## config.mk

```make
export PLATFORM = sky130hd
export DESIGN_NAME = dma_timing_control_flat
export DESIGN_NICKNAME = d
export VERILOG_FILES = /design/src/rtl/dma_pkg.sv /design/src/rtl/dma_timing_control_if.sv /design/src/rtl/dma_channel_counters.sv /design/src/rtl/dma_timing_control.sv /design/src/flat_wrapper.sv
export SDC_FILE = /design/constraint.sdc
export NUM_CORES = 1
export LEC_CHECK = 0
export CORE_ASPECT_RATIO = 1.5
export CORE_MARGIN = 3
export CORE_UTILIZATION = 45
export DETAILED_ROUTE_END_ITERATION = 8
export PLACE_DENSITY = 0.64
export SLEW_MARGIN = 25
export SYNTH_ARGS = -nofsm -noshare
export SYNTH_HDL_FRONTEND = slang
export SYNTH_SLANG_ARGS = --single-unit
```

## constraint.sdc

```tcl
create_clock -name Clock -period 4.2 [get_ports Clock]
set_input_delay 0.42 -clock Clock [delete_from_list [all_inputs] [get_ports Clock]]
set_output_delay 0.42 -clock Clock [all_outputs]
set_load 0.005 [all_outputs]
```

## src/rtl/dma_pkg.sv

```systemverilog
// Shared types and constants for the DMA timing path.
// Holds FSM state, channel-mode field layout and a mode packing helper.
package dma_pkg;

    localparam int NCH    = 4;
    localparam int MODE_W = 6;
    localparam int TT_LSB = 0;
    localparam int AI_BIT = 2;
    localparam int AD_BIT = 3;
    localparam int TM_LSB = 4;

    typedef enum logic [2:0] {SI, S0, S1, S2, S3, S4} TimingState_t;

    typedef enum logic [1:0] {
        SINGLE, BLOCK, DEMAND, CASCADE
    } TransferMode_t;

    typedef enum logic [1:0] {
        VERIFY, WRITE, READ, ILLEGAL
    } TransferType_t;

    typedef struct packed {
        TransferMode_t mode;
        logic          addr_dec;
        logic          auto_init;
        TransferType_t ttype;
    } ChMode_t;

    function automatic logic [MODE_W-1:0] mode_bits(
        input TransferMode_t m,
        input logic          ad,
        input logic          ai,
        input TransferType_t t
    );
        logic [MODE_W-1:0] v;
        v = '0;
        v[TM_LSB +: 2] = m;
        v[AD_BIT]      = ad;
        v[AI_BIT]      = ai;
        v[TT_LSB +: 2] = t;
        return v;
    endfunction

endpackage

```

## src/rtl/dma_timing_control_if.sv

```systemverilog
// Bus-side signals of the DMA timing controller: hold handshake,
// address, strobes and end-of-process. master = DMA, slave = bus/CPU.
interface dma_timing_control_if #(
    parameter int AW = 16
);
    logic          Hrq;
    logic          Hlda;
    logic          Aen;
    logic          Adstb;
    logic [AW-1:0] Address;
    logic          Memr_n;
    logic          Memw_n;
    logic          Ior_n;
    logic          Iow_n;
    logic          Eop_n;
    logic          EopIn_n;

    modport master (
        output Hrq, Aen, Adstb, Address,
        output Memr_n, Memw_n, Ior_n, Iow_n, Eop_n,
        input  Hlda, EopIn_n
    );

    modport slave (
        input  Hrq, Aen, Adstb, Address,
        input  Memr_n, Memw_n, Ior_n, Iow_n, Eop_n,
        output Hlda, EopIn_n
    );
endinterface

```

## src/rtl/dma_channel_counters.sv

```systemverilog
// Per-channel base/current address and word-count registers.
// Ports: ProgLoad/ProgAddr/ProgCount load, Update/UpdCh/AddrDec/Reload step.
module dma_channel_counters #(
    parameter int AW  = 16,
    parameter int NCH = 4
) (
    input  logic                     Clock,
    input  logic                     Reset,
    input  logic [NCH-1:0]           ProgLoad,
    input  logic [AW-1:0]            ProgAddr,
    input  logic [AW-1:0]            ProgCount,
    input  logic                     Update,
    input  logic [$clog2(NCH)-1:0]   UpdCh,
    input  logic                     AddrDec,
    input  logic                     Reload,
    output logic [NCH-1:0][AW-1:0]   CurrAddr,
    output logic [NCH-1:0][AW-1:0]   CurrCount
);
    localparam int CW = $clog2(NCH);

    logic [NCH-1:0][AW-1:0] base_addr;
    logic [NCH-1:0][AW-1:0] base_count;

    // A programming load beats a same-cycle transfer update.
    always_ff @(posedge Clock) begin
        if (Reset) begin
            base_addr  <= '0;
            base_count <= '0;
            CurrAddr   <= '0;
            CurrCount  <= '0;
        end else begin
            for (int i = 0; i < NCH; i++) begin
                if (ProgLoad[i]) begin
                    base_addr[i]  <= ProgAddr;
                    base_count[i] <= ProgCount;
                    CurrAddr[i]   <= ProgAddr;
                    CurrCount[i]  <= ProgCount;
                end else if (Update && UpdCh == CW'(i)) begin
                    if (Reload) begin
                        CurrAddr[i]  <= base_addr[i];
                        CurrCount[i] <= base_count[i];
                    end else begin
                        CurrAddr[i]  <= AddrDec ? CurrAddr[i] - 1'b1
                                                : CurrAddr[i] + 1'b1;
                        CurrCount[i] <= CurrCount[i] - 1'b1;
                    end
                end
            end
        end
    end
endmodule

```

## src/rtl/dma_timing_control.sv

```systemverilog
// 8237-style transfer timing: hold handshake, S1-S4 cycles, strobes, TC/EOP.
// Ports: grant in, mode/program in, Bus (master), TcPulse and Busy out.
module dma_timing_control #(
    parameter int AW  = 16,
    parameter int NCH = 4
) (
    input  logic                   Clock,
    input  logic                   Reset,
    input  logic                   ValidReqID,
    input  logic [$clog2(NCH)-1:0] ReqID,
    input  logic [NCH-1:0]         PendingReq,
    input  logic [NCH*6-1:0]       ChMode,
    input  logic [NCH-1:0]         ProgLoad,
    input  logic [AW-1:0]          ProgAddr,
    input  logic [AW-1:0]          ProgCount,
    dma_timing_control_if.master   Bus,
    output logic [NCH-1:0]         TcPulse,
    output logic                   Busy
);
    import dma_pkg::*;

    localparam int CW = $clog2(NCH);

    localparam logic [2:0] ST_SI = 3'(SI);
    localparam logic [2:0] ST_S0 = 3'(S0);
    localparam logic [2:0] ST_S1 = 3'(S1);
    localparam logic [2:0] ST_S2 = 3'(S2);
    localparam logic [2:0] ST_S3 = 3'(S3);
    localparam logic [2:0] ST_S4 = 3'(S4);

    logic [2:0]             state;
    logic [2:0]             state_nxt;
    logic [CW-1:0]          chan;
    logic                   eop_seen;
    ChMode_t                mode;
    logic [NCH-1:0][AW-1:0] curr_addr;
    logic [NCH-1:0][AW-1:0] curr_count;
    logic                   in_xfer;
    logic                   in_s4;
    logic                   rd_act;
    logic                   wr_act;
    logic                   tc;
    logic                   term;

    assign mode    = ChMode_t'(ChMode[chan*MODE_W +: MODE_W]);
    assign in_xfer = (state == ST_S1) || (state == ST_S2) ||
                     (state == ST_S3) || (state == ST_S4);
    assign in_s4   = (state == ST_S4);
    assign rd_act  = (state == ST_S2) || (state == ST_S3) || in_s4;
    assign wr_act  = (state == ST_S3) || in_s4;

    // Count is still the pre-update value while in S4.
    assign tc   = in_s4 && (curr_count[chan] == '0);
    assign term = tc || (in_s4 && (eop_seen || !Bus.EopIn_n));

    always_comb begin
        state_nxt = state;
        unique case (state)
            ST_SI: if (ValidReqID && !Bus.Hlda) state_nxt = ST_S0;
            ST_S0: if (Bus.Hlda) state_nxt = ST_S1;
            ST_S1: state_nxt = Bus.Hlda ? ST_S2 : ST_SI;
            ST_S2: state_nxt = Bus.Hlda ? ST_S3 : ST_SI;
            ST_S3: state_nxt = Bus.Hlda ? ST_S4 : ST_SI;
            ST_S4: begin
                unique case (mode.mode)
                    BLOCK:   state_nxt = term ? ST_SI : ST_S1;
                    DEMAND:  state_nxt = (PendingReq[chan] && !term)
                                         ? ST_S1 : ST_SI;
                    default: state_nxt = ST_SI;
                endcase
            end
            default: state_nxt = ST_SI;
        endcase
    end

    always_ff @(posedge Clock) begin
        if (Reset) begin
            state    <= ST_SI;
            chan     <= '0;
            eop_seen <= 1'b0;
        end else begin
            state <= state_nxt;
            if (state == ST_SI && state_nxt == ST_S0)
                chan <= ReqID;
            // External EOP is remembered per transfer until its S4.
            if (!in_xfer || in_s4 || state_nxt == ST_SI)
                eop_seen <= 1'b0;
            else if (!Bus.EopIn_n)
                eop_seen <= 1'b1;
        end
    end

    dma_channel_counters #(
        .AW  (AW),
        .NCH (NCH)
    ) u_cnt (
        .Clock     (Clock),
        .Reset     (Reset),
        .ProgLoad  (ProgLoad),
        .ProgAddr  (ProgAddr),
        .ProgCount (ProgCount),
        .Update    (in_s4),
        .UpdCh     (chan),
        .AddrDec   (mode.addr_dec),
        .Reload    (term && mode.auto_init),
        .CurrAddr  (curr_addr),
        .CurrCount (curr_count)
    );

    assign Busy        = (state != ST_SI);
    assign Bus.Hrq     = (state != ST_SI);
    assign Bus.Aen     = in_xfer;
    assign Bus.Adstb   = (state == ST_S1);
    assign Bus.Address = in_xfer ? curr_addr[chan] : '0;
    assign Bus.Memr_n  = !(rd_act && mode.ttype == READ);
    assign Bus.Iow_n   = !(wr_act && mode.ttype == READ);
    assign Bus.Ior_n   = !(rd_act && mode.ttype == WRITE);
    assign Bus.Memw_n  = !(wr_act && mode.ttype == WRITE);
    assign Bus.Eop_n   = !tc;

    always_comb begin
        TcPulse = '0;
        if (term) TcPulse[chan] = 1'b1;
    end
endmodule

```

## src/flat_wrapper.sv

```systemverilog
// flat-port wrapper written by rule: the top's interface ports become plain ports
module dma_timing_control_flat import dma_pkg::*;
#(
    parameter int AW  = 16,
    parameter int NCH = 4
)
  (Clock, Reset, ValidReqID, ReqID, PendingReq, ChMode, ProgLoad, ProgAddr, ProgCount, TcPulse, Busy, Bus_Hrq, Bus_Aen, Bus_Adstb, Bus_Address, Bus_Memr_n, Bus_Memw_n, Bus_Ior_n, Bus_Iow_n, Bus_Eop_n, Bus_Hlda, Bus_EopIn_n);
  dma_timing_control_if #(.AW(AW)) Bus_i ();
  input  logic Clock;
  input  logic Reset;
  input  logic ValidReqID;
  input  logic [$clog2(NCH)-1:0] ReqID;
  input  logic [NCH-1:0] PendingReq;
  input  logic [NCH*6-1:0] ChMode;
  input  logic [NCH-1:0] ProgLoad;
  input  logic [AW-1:0] ProgAddr;
  input  logic [AW-1:0] ProgCount;
  output logic [NCH-1:0] TcPulse;
  output logic Busy;
  output wire logic [$bits(Bus_i.Hrq)-1:0] Bus_Hrq;
  output wire logic [$bits(Bus_i.Aen)-1:0] Bus_Aen;
  output wire logic [$bits(Bus_i.Adstb)-1:0] Bus_Adstb;
  output wire logic [$bits(Bus_i.Address)-1:0] Bus_Address;
  output wire logic [$bits(Bus_i.Memr_n)-1:0] Bus_Memr_n;
  output wire logic [$bits(Bus_i.Memw_n)-1:0] Bus_Memw_n;
  output wire logic [$bits(Bus_i.Ior_n)-1:0] Bus_Ior_n;
  output wire logic [$bits(Bus_i.Iow_n)-1:0] Bus_Iow_n;
  output wire logic [$bits(Bus_i.Eop_n)-1:0] Bus_Eop_n;
  input wire logic [$bits(Bus_i.Hlda)-1:0] Bus_Hlda;
  input wire logic [$bits(Bus_i.EopIn_n)-1:0] Bus_EopIn_n;
  assign Bus_Hrq = Bus_i.Hrq;
  assign Bus_Aen = Bus_i.Aen;
  assign Bus_Adstb = Bus_i.Adstb;
  assign Bus_Address = Bus_i.Address;
  assign Bus_Memr_n = Bus_i.Memr_n;
  assign Bus_Memw_n = Bus_i.Memw_n;
  assign Bus_Ior_n = Bus_i.Ior_n;
  assign Bus_Iow_n = Bus_i.Iow_n;
  assign Bus_Eop_n = Bus_i.Eop_n;
  assign Bus_i.Hlda = Bus_Hlda;
  assign Bus_i.EopIn_n = Bus_EopIn_n;
  dma_timing_control #(.AW(AW), .NCH(NCH)) u_core (.Clock(Clock), .Reset(Reset), .ValidReqID(ValidReqID), .ReqID(ReqID), .PendingReq(PendingReq), .ChMode(ChMode), .ProgLoad(ProgLoad), .ProgAddr(ProgAddr), .ProgCount(ProgCount), .Bus(Bus_i), .TcPulse(TcPulse), .Busy(Busy));
endmodule
```

==> results of run 1 <==
cell families after synthesis:
family,count (synthesis),share of synthesized area
mux,130,0.1026
xor+xnor,75,0.04235
buf+inv,180,0.04880
flops,262,0.3381
fa+ha+maj,66,0.05517
simple gates,637,0.1942
compound gates,536,0.2188
final cells by class:
class / instances / area [µm²]
Fill cell: 3216 / 15990
Multi-Input combinational cell: 1444 / 9543
Sequential cell: 262 / 5246
Timing Repair Buffer: 132 / 1252
Clock buffer: 38 / 819.5
Tap cell: 420 / 525.5
Clock inverter: 13 / 195.2
Inverter: 49 / 183.9
worst paths after layout:
check,from,endpoint,depth (start not counted)
worst max-delay path,u_core.u_cnt.CurrCount[18]$_SDFFE_PP0P_,TcPulse[2],7
worst min-delay path,ProgLoad[0],u_core.u_cnt.base_addr[13]$_SDFFE_PP0P_,3
worst max register to register,u_core.u_cnt.CurrCount[18]$_SDFFE_PP0P_,u_core.u_cnt.CurrCount[52]$_SDFFE_PP0P_,9
worst min register to register,u_core.u_cnt.base_count[8]$_SDFFE_PP0P_,u_core.u_cnt.base_count[8]$_SDFFE_PP0P_,2
what timing repair did:
item	CTS	global route
setup endpoints to repair	0	2
resized for setup	0	1
hold buffers	0	0
sequential cells by signal, indices dropped and copies added, names as in the netlist:
| name | cells |
|---|---|
| u_core.u_cnt.CurrAddr | 64 |
| u_core.u_cnt.CurrCount | 64 |
| u_core.u_cnt.base_addr | 64 |
| u_core.u_cnt.base_count | 64 |
| u_core.state | 3 |
| u_core.chan | 2 |
| u_core.eop_seen | 1 |
layout by cell type, fill, tap and decap left out, types with 8 or more instances in the layout:
master                            synthesis  layout
sky130_fd_sc_hd__a221oi_1                15      15
sky130_fd_sc_hd__o21a_1                   8       8
sky130_fd_sc_hd__o21ai_0                120     120
sky130_fd_sc_hd__ha_1                    62      62
sky130_fd_sc_hd__buf_4                    4      33
sky130_fd_sc_hd__nor4_1                  23      22
sky130_fd_sc_hd__xnor2_1                 48      48
sky130_fd_sc_hd__or3_1                   20      20
sky130_fd_sc_hd__nand3_1                 20      20
sky130_fd_sc_hd__nor2b_1                 37      36
sky130_fd_sc_hd__o22ai_1                 30      30
sky130_fd_sc_hd__mux2i_1                105     105
sky130_fd_sc_hd__a21oi_1                143     142
sky130_fd_sc_hd__a311oi_1                20      20
sky130_fd_sc_hd__or4_1                    9       9
sky130_fd_sc_hd__nand2b_1                51      50
sky130_fd_sc_hd__a211o_1                 19      19
sky130_fd_sc_hd__o211ai_1                10      10
sky130_fd_sc_hd__inv_1                   49      49
sky130_fd_sc_hd__a211oi_1                25      25
sky130_fd_sc_hd__nor2_1                 236     234
sky130_fd_sc_hd__a22oi_1                 33      33
sky130_fd_sc_hd__dfxtp_1                262     261
sky130_fd_sc_hd__clkdlybuf4s50_1          0      94
sky130_fd_sc_hd__nor3_1                  52      52
sky130_fd_sc_hd__o31ai_1                 10      10
sky130_fd_sc_hd__nand2_1                144     143
sky130_fd_sc_hd__or2_2                   11      11
sky130_fd_sc_hd__mux4_2                  23      23
sky130_fd_sc_hd__a21o_1                  14      14
sky130_fd_sc_hd__xor2_1                  27      27
sky130_fd_sc_hd__a31oi_1                 47      47
sky130_fd_sc_hd__o21ai_1                  8       8
sky130_fd_sc_hd__clkbuf_16                0      29
where the power goes:
part | internal, W | total (W) | leakage [nW] | switching [W]
sequential | 0.00264 | 0.00278 | 2.17 | 0.000144
combinational | 0.000607 | 0.00137 | 4.47 | 0.000761
clock | 0.00167 | 0.00273 | 0.498 | 0.00107
total | 0.00491 | 0.00689 | 7.14 | 0.00197
through the flow:
| step | utilization | worst slack [ps] | hold WS, ps | std cells |
|---|---|---|---|---|
| 6_report | 0.5263 | 103.8 | 374.2 | 2358 |
| 4_1_cts | 0.5258 | 19.97 | 354.6 | 2358 |
| 5_1_grt | 0.5263 | 7.556 | 385.0 | 2358 |
| 2_1_floorplan | - | 191.2 | 444.6 | 1886 |
| 3_3_place_gp | 0.4957 | 439.5 | 452.4 | 2307 |
| 3_5_place_dp | 0.4957 | 322.4 | 462.2 | 2307 |
metal layers:
| metal | vias up | track usage |
|---|---|---|
| li1 | 6903 | - |
| met1 | 6870 | 0.3075 |
| met2 | 451 | 0.4610 |
| met3 | 143 | 0.02317 |
| met4 | 0 | 0.1574 |
| met5 | - | 0 |
tightest hold or removal path, stage by stage:
cell,delay (ps)
sky130_fd_sc_hd__buf_2,250
sky130_fd_sc_hd__nand2_1,140
sky130_fd_sc_hd__a21oi_1,70
==> qor.tcl, run 1 <==
set qor(leakage_nw) 7.139
set qor(remaining_drc_errors) 0
set qor(power_density_relative_to_cell_area_nw_per_um2) 387.6
set qor(insertion_delay_ps) 560
set qor(yosysWarnings) 0
set qor(timing.reg2reg.setup_slack_ps) 490
set qor(boundaryPins) 100
set qor(cts_inserted_buffers) 28
set qor(core.rowCount) 82
set qor(post_route_clock_period_utilization) 0.9753
set qor(fin_setup_tns_ps) 0
set qor(slew_headroom) 0.3512
set qor(crit_path_max_fanout) 6
set qor(critPathMostFrequentCell) {sky130_fd_sc_hd__or4_4}
set qor(grt_start_max_net_pins) 111
set qor(drv.max_cap_violation_count) 0
set qor(die-area_um2) 36780
set qor(vdd_drop_max_v) 0.0004319
set qor(p_total_w) 0.006885
set qor(crit_path_end_kind) {output pin}
set qor(dr_wl_met3_um) 2161
set qor(finalHoldViolations) 0
set qor(synthArstFlopShare) 0
set qor(routed_antenna_nets) 0
set qor(post_route_cells_drive_above_1_share) 0.07430
set qor(cts_root_buffer) {sky130_fd_sc_hd__clkbuf_16}
set qor(hold_path.class) {primary input to flip-flop}
set qor(stdcell_area_um2) 17770
set qor(setup_viol_count_final) 0
set qor(route.detailed.wl_per_inst_um) 20.99
set qor(place_hpwl_um) 35030
set qor(status) {finished, final reports clean}
set qor(globalRoute.totalOverflow) 0
set qor(ys_seq_area_frac) 0.3381
set qor(initial_utilization) 0.4595
set qor(synth.top_cells.by_area) {sky130_fd_sc_hd__dfxtp_1 (34%), sky130_fd_sc_hd__mux2i_1 (6.8%), sky130_fd_sc_hd__nor2_1 (5.7%)}
set qor(die-width_um) 157.6
set qor(post-synth-top-count-cell) {sky130_fd_sc_hd__dfxtp_1}
set qor(floorplan.die.height_um) 233.4
set qor(cts-htree-levels) 1
set qor(wl_um) 49490
set qor(synth.top_cells.by_count) {sky130_fd_sc_hd__dfxtp_1 (262), sky130_fd_sc_hd__nor2_1 (236), sky130_fd_sc_hd__nand2_1 (144)}
set qor(clockBufferDepth) 3
set qor(crit_family) {simple AND/OR/NAND/NOR gates}
set qor(worst-path-buf-inv) 1
set qor(dpl-instance-area_um2) 16730
set qor(max_clock_freq_ghz) 0.2441
set qor(worst_path_largest_cell_delay_ps) 570
set qor(net_count_after_synthesis) 2023
set qor(netlist_area_um2) 15510
set qor(yosys_register_bits) 262
set qor(cts.sink_count) 262
set qor(critical_path.cell_chain) {or4_4 -> or4_4 -> or3_4 -> o2111ai_2 -> nand2_2 -> nor3_1 -> clkdlybuf4s50_1}
set qor(report.final.slew_viol_count) 0
set qor(grt_first_pass_wirelength_um) 76730
set qor(floorplan.core_area_um2) 33750
set qor(postCtsSetupBuffers) 0
set qor(fin_skew_ps) 15.76
set qor(met2_wirelength_um) 24270
set qor(area_growth_pct) 14.54
set qor(first_global_vias) 13981
set qor(numPortBuffers) 99
set qor(worst-setup-path-type) {flip-flop to output pin}
set qor(avgViaCountPerCell) 6.093
set qor(avg_cell_area_syn_um2) 8.224
set qor(timing_worst_slew_pin_value_ps) 969.7
set qor(timing.critical_path.arrival_ps) 3680
set qor(cp-start-kind) {flip-flop}
set qor(vias) 14367
set qor(global_route.usage.total) 0.2625
set qor(crit_slowest_cell) {sky130_fd_sc_hd__or4_4}
set qor(postSynth.topFlopCell) {sky130_fd_sc_hd__dfxtp_1}
set qor(synth_edf_count) 0
set qor(drt_pass_1_iters) 5
set qor(diodes) 0
set qor(rsz0062_at_grt) {false}
set qor(gp_congestion) 0.9104
set qor(cts_tree) {done}
set qor(top_signal_layer_used) {met4}
set qor(postSynthCellCount) 1886
set qor(synthDominantCellAreaShare) 0.3381
set qor(cp_required_ps) 3780
set qor(yosys.cell_types.count) 71
set qor(routedLengthMet1_um) 19610
set qor(drt-initial-drc-count) 1001
set qor(finalCriticalPeriod_ps) 4096
set qor(clk_transition_reported_paths_ps) 60
set qor(grt_antenna_before_repair) 0
set qor(synth_area_leader_cell) {sky130_fd_sc_hd__dfxtp_1}
set qor(final_net_count) 2054
No activity file was read; power rests on OpenSTA's default activity.
==> run 2: changes to the inputs <==
--- a/config.mk
+++ b/config.mk
@@ -9,7 +9,8 @@
 export CORE_MARGIN = 3
 export CORE_UTILIZATION = 45
 export DETAILED_ROUTE_END_ITERATION = 8
-export PLACE_DENSITY = 0.64
+export PLACE_DENSITY_LB_ADDON = 0.2
+export SKIP_LAST_GASP = 1
 export SLEW_MARGIN = 25
 export SYNTH_ARGS = -nofsm -noshare
 export SYNTH_HDL_FRONTEND = slang
==> qor.tcl, run 2 (synthesis results as in run 1) <==
set qor(status) {finished, final reports clean}
set qor(dpl-instance-area_um2) 16730
set qor(worst-setup-path-type) {flip-flop to output pin}
set qor(hold_path.class) {primary input to flip-flop}
set qor(diodes) 0
set qor(finalHoldViolations) 0
set qor(routed_antenna_nets) 0
set qor(stdcell_area_um2) 17730
set qor(timing_worst_slew_pin_value_ps) 1014
set qor(clk_transition_reported_paths_ps) 70
set qor(place_hpwl_um) 33520
set qor(slew_headroom) 0.3242
set qor(grt_start_max_net_pins) 80
set qor(dpl.cell_count) 2307
set qor(first_global_vias) 13977
set qor(rsz0062_at_grt) {false}
set qor(post_route_clock_period_utilization) 0.9637
set qor(die-width_um) 157.6
set qor(vdd_drop_max_v) 0.0002641
set qor(leakage_nw) 7.130
set qor(crit_path_max_fanout) 6
set qor(power_density_relative_to_cell_area_nw_per_um2) 384.7
set qor(cp-start-kind) {flip-flop}
set qor(cp_required_ps) 3780
set qor(crit_family) {simple AND/OR/NAND/NOR gates}
set qor(globalRoute.totalOverflow) 0
set qor(grt_first_pass_wirelength_um) 74910
set qor(cts-htree-levels) 1
set qor(area_growth_pct) 14.32
set qor(floorplan.core_area_um2) 33750
set qor(critical_path.cell_chain) {or4_4 -> or4_4 -> or3_4 -> o2111ai_2 -> nand2_2 -> nor4_1 -> clkdlybuf4s50_1}
set qor(timing.critical_path.arrival_ps) 3630
set qor(numPortBuffers) 99
set qor(post_route_cells_drive_above_1_share) 0.07375
set qor(worst_path_largest_cell_delay_ps) 590
set qor(insertion_delay_ps) 560
set qor(post_layout_nonfiller_instances) 2359
set qor(worst-path-buf-inv) 1
set qor(initial_utilization) 0.4595
set qor(cts_tree) {done}
set qor(min_path_cells) 2
set qor(final_common_cell) {sky130_fd_sc_hd__dfxtp_1}
set qor(cts.sink_count) 262
set qor(crit_slowest_cell) {sky130_fd_sc_hd__clkdlybuf4s50_1}
set qor(wl_um) 47900
set qor(cts_root_buffer) {sky130_fd_sc_hd__clkbuf_16}
set qor(drv.max_cap_violation_count) 0
set qor(p_total_w) 0.006821
set qor(most-common-layout-cells) {sky130_fd_sc_hd__dfxtp_1 (261), sky130_fd_sc_hd__nor2_1 (234), sky130_fd_sc_hd__nand2_1 (143), sky130_fd_sc_hd__a21oi_1 (143), sky130_fd_sc_hd__o21ai_0 (120)}
set qor(boundaryPins) 100
set qor(cts_inserted_buffers) 28
set qor(gp_congestion) 0.9073
set qor(report.final.slew_viol_count) 0
set qor(finalCriticalPeriod_ps) 4048
set qor(floorplan.die.height_um) 233.4
set qor(core.rowCount) 82
set qor(drt-initial-drc-count) 1025
set qor(die-area_um2) 36780
set qor(setup_viol_count_final) 0
set qor(avgViaCountPerCell) 6.083
set qor(worstSetupPathDepth) 7
set qor(clockBufferDepth) 3
set qor(fin_setup_tns_ps) 0
set qor(remaining_drc_errors) 0
set qor(number_of_inserted_filler_cells_in_the_final_layout) 3220
set qor(critPathMostFrequentCell) {sky130_fd_sc_hd__or4_4}
set qor(global_route.usage.total) 0.2541
set qor(grt_antenna_before_repair) 0
set qor(final_net_count) 2054
set qor(route.detailed.wl_per_inst_um) 20.31
set qor(fin_skew_ps) 15.77
set qor(vias) 14350
set qor(worst-r2r-cell-count) 10
set qor(drt_pass_1_iters) 5
set qor(crit_path_end_kind) {output pin}
set qor(max_clock_freq_ghz) 0.2471
run 2: worst register-to-register path: cells and delay by family, from the launching register on:
kind,cells,cell delay [ps]
buffers and inverters,1,300
multiplexers,1,690
XOR/XNOR,1,190
AND/OR/NAND/NOR,2,310
flip-flops,1,450
adder cells (fa/ha/maj),1,360
AO/OA/AOI/OAI,4,1200
run 2: layer usage:
layer	part of all wire	global-route usage
met1	0.40	0.2924
met2	0.50	0.4543
met5	0	0
met4	0.065	0.1457
met3	0.042	0.02410
run 2: final timing paths:
path                                              end  slack, ps                                    start
max                                        TcPulse[0]        150  u_core.u_cnt.CurrCount[18]$_SDFFE_PP0P_
min          u_core.u_cnt.base_count[32]$_SDFFE_PP0P_        330                                    Reset
max reg2reg    u_core.u_cnt.CurrAddr[46]$_SDFFE_PP0P_        600              u_core.chan[0]$_SDFFE_PP0P_
min reg2reg     u_core.u_cnt.CurrAddr[4]$_SDFFE_PP0P_        470   u_core.u_cnt.base_addr[4]$_SDFFE_PP0P_
run 2: power by group:
group	switching (W)	total, W	internal (W)	leakage [nW]
clock	0.00107	0.00268	0.00161	0.489
combinational	0.000750	0.00136	0.000610	4.48
sequential	0.000145	0.00278	0.00264	2.17
run 2: repair_timing:
item                                    CTS  global route
hold buffers                              0             0
buffers inserted                          0             0
resized for setup                         1             1
hold endpoints to repair                  0             0
endpoints found under the setup margin    1             2
run 2: area by class of cell:
class	instances	area (µm²)	share of cell area
flip-flops and latches	262	5246	0.2959
well taps	420	525.5	0.02964
clock buffers	39	823.3	0.04643
inverters	49	183.9	0.01037
clock inverters	13	170.2	0.009596
multi-input cells	1444	9535	0.5378
repair buffers	132	1247	0.07035
run 2: through the flow:
stage                 util  hold WS, ps  setup WS (ps)
floorplan                -        444.6          191.2
global route        0.5253        323.7          32.81
CTS                 0.5252        303.6          51.35
detailed placement  0.4956        462.8          335.0
global placement    0.4956        457.7          385.1
finish              0.5253        329.5          152.5
